<file path="config.mk">
export PLATFORM = sky130hd
export DESIGN_NAME = jtframe_dwnld
export DESIGN_NICKNAME = d
export VERILOG_FILES = /design/src/rtl/jtframe_dwnld.sv
export SDC_FILE = /design/constraint.sdc
export NUM_CORES = 1
export LEC_CHECK = 0
export BUFFER_PORTS_ARGS = -buffer_cell sky130_fd_sc_hd__buf_2
export CORE_ASPECT_RATIO = 1.5
export CORE_UTILIZATION = 25
export CTS_CLUSTER_SIZE = 40
export DETAILED_ROUTE_END_ITERATION = 8
export PLACE_DENSITY = 0.48
export SYNTH_ARGS = -nofsm -noshare
export SYNTH_HDL_FRONTEND = slang
export SYNTH_SLANG_ARGS = --single-unit
</file>
<file path="constraint.sdc">
create_clock -name clk -period 3 [get_ports clk]
set_clock_uncertainty 0.1 [all_clocks]
set_input_delay 0.6 -clock clk [delete_from_list [all_inputs] [get_ports clk]]
set_output_delay 0.6 -clock clk [all_outputs]
set_load 0.02 [all_outputs]
</file>
<file path="src/rtl/jtframe_dwnld.sv">
// ROM download router: splits ioctl bytes between a PROM write port and a
// buffered SDRAM write port with a simple IDLE/WR/GAP handshake FSM.
module jtframe_dwnld #(
    parameter logic [21:0] PROM_START = 22'h200000,
    parameter int          FIFO_DEPTH = 4
) (
    input  logic        clk,
    input  logic        rst,
    input  logic        downloading,
    input  logic [21:0] ioctl_addr,
    input  logic [7:0]  ioctl_data,
    input  logic        ioctl_wr,
    output logic [21:0] prog_addr,
    output logic [7:0]  prog_data,
    output logic [1:0]  prog_mask,
    output logic        prog_we,
    input  logic        prog_ack,
    output logic [21:0] prom_addr,
    output logic [7:0]  prom_data,
    output logic        prom_we,
    output logic        dwnld_busy,
    output logic        overrun
);

    localparam int PW = (FIFO_DEPTH > 1) ? $clog2(FIFO_DEPTH) : 1;
    localparam int CW = PW + 1;
    localparam logic [CW-1:0] DEPTH_C = CW'(FIFO_DEPTH);
    localparam logic [CW-1:0] CNT_ONE = CW'(1);
    localparam logic [CW-1:0] CNT_ZERO = CW'(0);
    localparam logic [PW-1:0] PTR_ONE = PW'(1);
    localparam logic [PW-1:0] PTR_ZERO = PW'(0);

    typedef enum logic [1:0] {
        ST_IDLE = 2'd0,
        ST_WR   = 2'd1,
        ST_GAP  = 2'd2
    } state_t;

    state_t        state_r;
    state_t        state_next_s;
    logic [29:0]   mem_r [FIFO_DEPTH];
    logic [29:0]   head_s;
    logic [PW-1:0] wr_ptr_r;
    logic [PW-1:0] rd_ptr_r;
    logic [PW-1:0] wr_idx_s;
    logic [PW-1:0] wr_ptr_next_s;
    logic [PW-1:0] rd_ptr_next_s;
    logic [CW-1:0] count_r;
    logic [CW-1:0] count_next_s;
    logic          dl_prev_r;
    logic          flush_s;
    logic          valid_wr_s;
    logic          is_prom_s;
    logic          sdram_wr_s;
    logic          full_s;
    logic          empty_s;
    logic          push_s;
    logic          drop_s;
    logic          pop_s;

    // Classify the incoming byte and decide push/drop/pop for this cycle.
    // A flush (download start) empties the FIFO first, so a byte arriving
    // on that same cycle always finds room and lands in slot zero.
    always_comb begin
        valid_wr_s = ioctl_wr & downloading;
        is_prom_s  = (ioctl_addr >= PROM_START);
        flush_s    = downloading & ~dl_prev_r;
        sdram_wr_s = valid_wr_s & ~is_prom_s;
        full_s     = (count_r == DEPTH_C);
        empty_s    = (count_r == CNT_ZERO);
        push_s     = sdram_wr_s & (flush_s | ~full_s);
        drop_s     = sdram_wr_s & ~flush_s & full_s;
        pop_s      = (state_r == ST_IDLE) & ~empty_s & ~flush_s;
        head_s     = mem_r[rd_ptr_r];
    end

    // Next pointer and occupancy values, including the flush case.
    always_comb begin
        wr_idx_s      = flush_s ? PTR_ZERO : wr_ptr_r;
        wr_ptr_next_s = push_s ? (wr_idx_s + PTR_ONE) : wr_idx_s;
        if (flush_s) begin
            rd_ptr_next_s = PTR_ZERO;
            count_next_s  = push_s ? CNT_ONE : CNT_ZERO;
        end else begin
            rd_ptr_next_s = pop_s ? (rd_ptr_r + PTR_ONE) : rd_ptr_r;
            case ({push_s, pop_s})
                2'b10:   count_next_s = count_r + CNT_ONE;
                2'b01:   count_next_s = count_r - CNT_ONE;
                default: count_next_s = count_r;
            endcase
        end
    end

    // Next state of the SDRAM write FSM.
    always_comb begin
        case (state_r)
            ST_IDLE: state_next_s = pop_s ? ST_WR : ST_IDLE;
            ST_WR:   state_next_s = prog_ack ? ST_GAP : ST_WR;
            ST_GAP:  state_next_s = ST_IDLE;
            default: state_next_s = ST_IDLE;
        endcase
    end

    // FIFO storage; contents need no reset since occupancy gates reads.
    always_ff @(posedge clk) begin
        if (push_s) begin
            mem_r[wr_idx_s] <= {ioctl_addr, ioctl_data};
        end
    end

    // FIFO pointers, occupancy, edge detector and status flags.
    always_ff @(posedge clk) begin
        if (rst) begin
            wr_ptr_r   <= PTR_ZERO;
            rd_ptr_r   <= PTR_ZERO;
            count_r    <= CNT_ZERO;
            dl_prev_r  <= 1'b0;
            dwnld_busy <= 1'b0;
            overrun    <= 1'b0;
        end else begin
            wr_ptr_r   <= wr_ptr_next_s;
            rd_ptr_r   <= rd_ptr_next_s;
            count_r    <= count_next_s;
            dl_prev_r  <= downloading;
            dwnld_busy <= downloading | (count_next_s != CNT_ZERO) | (state_next_s != ST_IDLE);
            if (flush_s) begin
                overrun <= 1'b0;
            end else if (drop_s) begin
                overrun <= 1'b1;
            end else begin
                overrun <= overrun;
            end
        end
    end

    // SDRAM write FSM: present the FIFO head and hold it until acknowledged.
    always_ff @(posedge clk) begin
        if (rst) begin
            state_r   <= ST_IDLE;
            prog_addr <= 22'h000000;
            prog_data <= 8'h00;
            prog_mask <= 2'b11;
            prog_we   <= 1'b0;
        end else begin
            state_r <= state_next_s;
            case (state_r)
                ST_IDLE: begin
                    if (pop_s) begin
                        prog_addr <= {1'b0, head_s[29:9]};
                        prog_data <= head_s[7:0];
                        prog_mask <= head_s[8] ? 2'b01 : 2'b10;
                        prog_we   <= 1'b1;
                    end else begin
                        prog_we <= 1'b0;
                    end
                end
                ST_WR: begin
                    if (prog_ack) begin
                        prog_we <= 1'b0;
                    end else begin
                        prog_we <= 1'b1;
                    end
                end
                ST_GAP:  prog_we <= 1'b0;
                default: prog_we <= 1'b0;
            endcase
        end
    end

    // PROM bypass: one-cycle strobe with address/data held until the next byte.
    always_ff @(posedge clk) begin
        if (rst) begin
            prom_addr <= 22'h000000;
            prom_data <= 8'h00;
            prom_we   <= 1'b0;
        end else if (valid_wr_s && is_prom_s) begin
            prom_addr <= ioctl_addr - PROM_START;
            prom_data <= ioctl_data;
            prom_we   <= 1'b1;
        end else begin
            prom_we <= 1'b0;
        end
    end

endmodule

</file>
==> reports/qor.csv <==
stage;metric;value;unit
clock_network;Clock Sinks;196;
detailed_routing;drt total wl;16500;microns
detailed_routing;Routed WL per cell;17.2;microns
timing;Fin Hold WS;0.300;ns
yosys;synthesized flop and latch total;196;
yosys;most area-hungry cell type in the Yosys netlist;edfxtp_1;
run;max cap viols;0;
worst_setup_path;Max FO, Critical Path;4;
floorplan;# rows;75;
grt;first-pass GRT wire length;25300;microns
power;Leak;3.08;nW
worst_setup_path;CP endpoint kind;register;
timing;fin crit period;2.83;ns
worst_setup_path;worst setup path class;register to register;
worst_setup_path;worst r2r src;count_r[2];
timing;final cycle utilization of the critical path;94.3;%
detailed_routing;ANT nets after route;0;
yosys;Synth top area share;50.9;%
yosys;Syn Std Cell Area;7090;sq um
floorplan;Die Wd;139;microns
yosys;commonest cells in the netlist;nand2_1 (121), edfxtp_1 (120), dfxtp_1 (76), a21oi_1 (60), mux4_2 (30);
yosys;Post-Syn Instances;496;
floorplan;# IOs;101;
worst_setup_path;end point of the critical path;dwnld_busy;
layout;Area Growth Syn to Fin;22.9;%
timing;final-report max-slew violation count;0;
worst_setup_path;worst r2r path cells;8;
clock_network;htree depth;4;
yosys;Mapped Nets;537;
yosys;syn avg cell area;14.3;sq um
power;Max rail drop VDD;0.363;mV
grt;largest net degree at the start of global routing;34;
placed_design;DP Area;8070;sq um
outcome;status;complete, no violations;
floorplan;Starting Density;25.3;%
layout;fin util;31.1;%
floorplan;die area;29000;sq um
layout;nets@finish;641;
layout;antenna cells;0;
placed_design;I/O Buffers;99;
yosys;dominant cells by area after synthesis;edfxtp_1 (51%), dfxtp_1 (21%), mux4_2 (9.5%), nand2_1 (6.4%), a21oi_1 (4.2%);
timing;Slew Limit Headroom;50.0;%
timing;worst-margin pin slew;0.750;ns
yosys;Synth warnings;0;
clock_network;clk_lat worst skew;0.44;ns
clock_network;Clock Tree Buf Depth;2;
grt;GRT overflow;0;
clock_network;CTS Buf Count;17;
yosys;synth unique cells;35;
placed_design;DP Worst Slack;-0.0631;ns
worst_setup_path;Worst R2R Setup Slack;0.17;ns
grt;vias in the first global route;4551;
detailed_routing;DR pass1 iterations;4;
timing;Fmax;353;MHz
worst_setup_path;CP startpoint kind;register;
placed_design;DP HPWL;10700;microns
detailed_routing;Initial DRC Count;157;
placed_design;routability-driven placement congestion ratio;0.708;
worst_setup_path;RR Endpoint;dwnld_busy;
floorplan;Placeable Area;28000;sq um
timing;worst setup margin;0.170;ns
detailed_routing;DR vias;4253;
detailed_routing;DR DRC count;0;
yosys;number of synthesized flops with an enable pin;120;
worst_setup_path;CP required;3.20;ns
power;PwrDens;664;nW/um^2
clock_network;Post-CTS Setup Bufs;0;
grt;GRT Resource Usage Total;12.0;%
grt;antenna violations before repair;0;
layout;layout cell share with drive strength beyond 1;29.7;%
worst_setup_path;crit path launch;count_r[2];
clock_network;CTS Hold Bufs;0;
yosys;Async S/R FF share, synth;0;%
clock_network;TritonCTS clock tree;done;
layout;final instance area;8710;sq um
timing;RSZ-0062 raised after global routing;false;
yosys;Seq/Total Area, Yosys;72.3;%
floorplan;die height;208;microns
worst_setup_path;Worst EP arrival;3.03;ns
timing;# setup viols final;0;
clock_network;post_cts resized;0;
min_path;worst min-delay path class;primary input to register;
timing;count of final hold-check violations;0;
yosys;most frequent cell after synthesis;nand2_1;
clock_network;Root Driver;clkbuf_16;
yosys;Top FF cell, synth;edfxtp_1;
clock_network;CTS clk-pin slew, worst paths;0.07;ns
detailed_routing;routed vias/inst;4.43;
timing;sum of negative setup slack;0;ns
## layout by cell type, fill, tap and decap left out, types with 2 or more instances in the layout
master	instances
nand2_1	121
edfxtp_1	120
buf_2	99
dfxtp_1	74
a21oi_1	60
mux4_2	30
clkbuf_16	18
nor2_1	14
buf_4	9
inv_1	5
ha_1	5
buf_12	5
and2_2	4
xnor2_1	4
bufinv_16	4
nor3_1	3
nor2b_1	3
clkinvlp_4	3
nand2b_1	2
o21ai_0	2
mux2i_1	2
dfxtp_2	2
clkinv_1	2
## how the worst min path moves through the flow
stage	to	start	slack [ns]	depth (start not counted)
global placement	prom_addr[14]	prom_addr[14]	0.34	2
finish	mem_r[3][13]	ioctl_addr[5]	0.30	1
CTS	mem_r[2][15]	ioctl_addr[7]	0.27	1
global route	mem_r[2][3]	ioctl_data[3]	0.28	1
floorplan	state_r[1]	state_r[1]	0.34	1
detailed placement	prog_data[5]	prog_data[5]	0.34	2
## registers in the layout (all words and copies together) (netlist names), named ones only
signal	flops
prog_mask	2
state_r	2
rd_ptr_r	2
count_r	3
prog_data	8
wr_ptr_r	2
prom_data	8
prom_addr	22
prom_we	1
dl_prev_r	1
prog_addr	21
overrun	1
mem_r	120
dwnld_busy	1
## layer usage
metal  GRT usage (%)  vias up  wire [microns]
met5               0        -               0
met2            22.6       85            9240
met3            2.78       16             603
met1            12.2     2166            6290
li1                -     1986               -
met4            5.82        0             340
## cells by family after synthesis
group,Yosys count,share of synthesized area (%)
AO/OA/AOI/OAI,67,4.94
XOR/XNOR,5,0.618
AND/OR/NAND/NOR,155,8.94
multiplexers,32,9.82
other,1,0.0529
flip-flops,196,72.3
adder cells (fa/ha/maj),6,1.17
buffers and inverters,34,2.14
## power breakdown
| part | internal, mW | leakage [nW] | switching [mW] | total [mW] |
|---|---|---|---|---|
| Clock | 1.47 | 0.304 | 0.980 | 2.45 |
| Combinational | 0.138 | 1.07 | 0.249 | 0.387 |
| Sequential | 2.92 | 1.70 | 0.0336 | 2.95 |
## critical path: stages (launching register included)
cell	delay [ns]
dfxtp_1	0.42
nor3_1	0.10
or4_2	0.65
inv_2	0.10
ha_1	0.20
fa_1	0.44
mux2i_1	0.21
nor4b_1	0.31
o221ai_1	0.16
## through the flow
stage | power [mW] | cells
final | 5.78 | 959
after floorplan | 3.24 | 496
after global routing | 5.98 | 959
after detailed placement | 3.41 | 927
after CTS | 5.86 | 959
after global placement | 3.39 | 927
## final cells by class
cell class	count	area (sq um)
multi-input combinational	266	1820
clock buffer	20	468
tap	346	433
timing repair buffer	113	663
clock inverter	12	175
sequential	196	5130
fill	2826	19300
inverter	6	22.5
No activity file was read; power rests on OpenSTA's default activity.
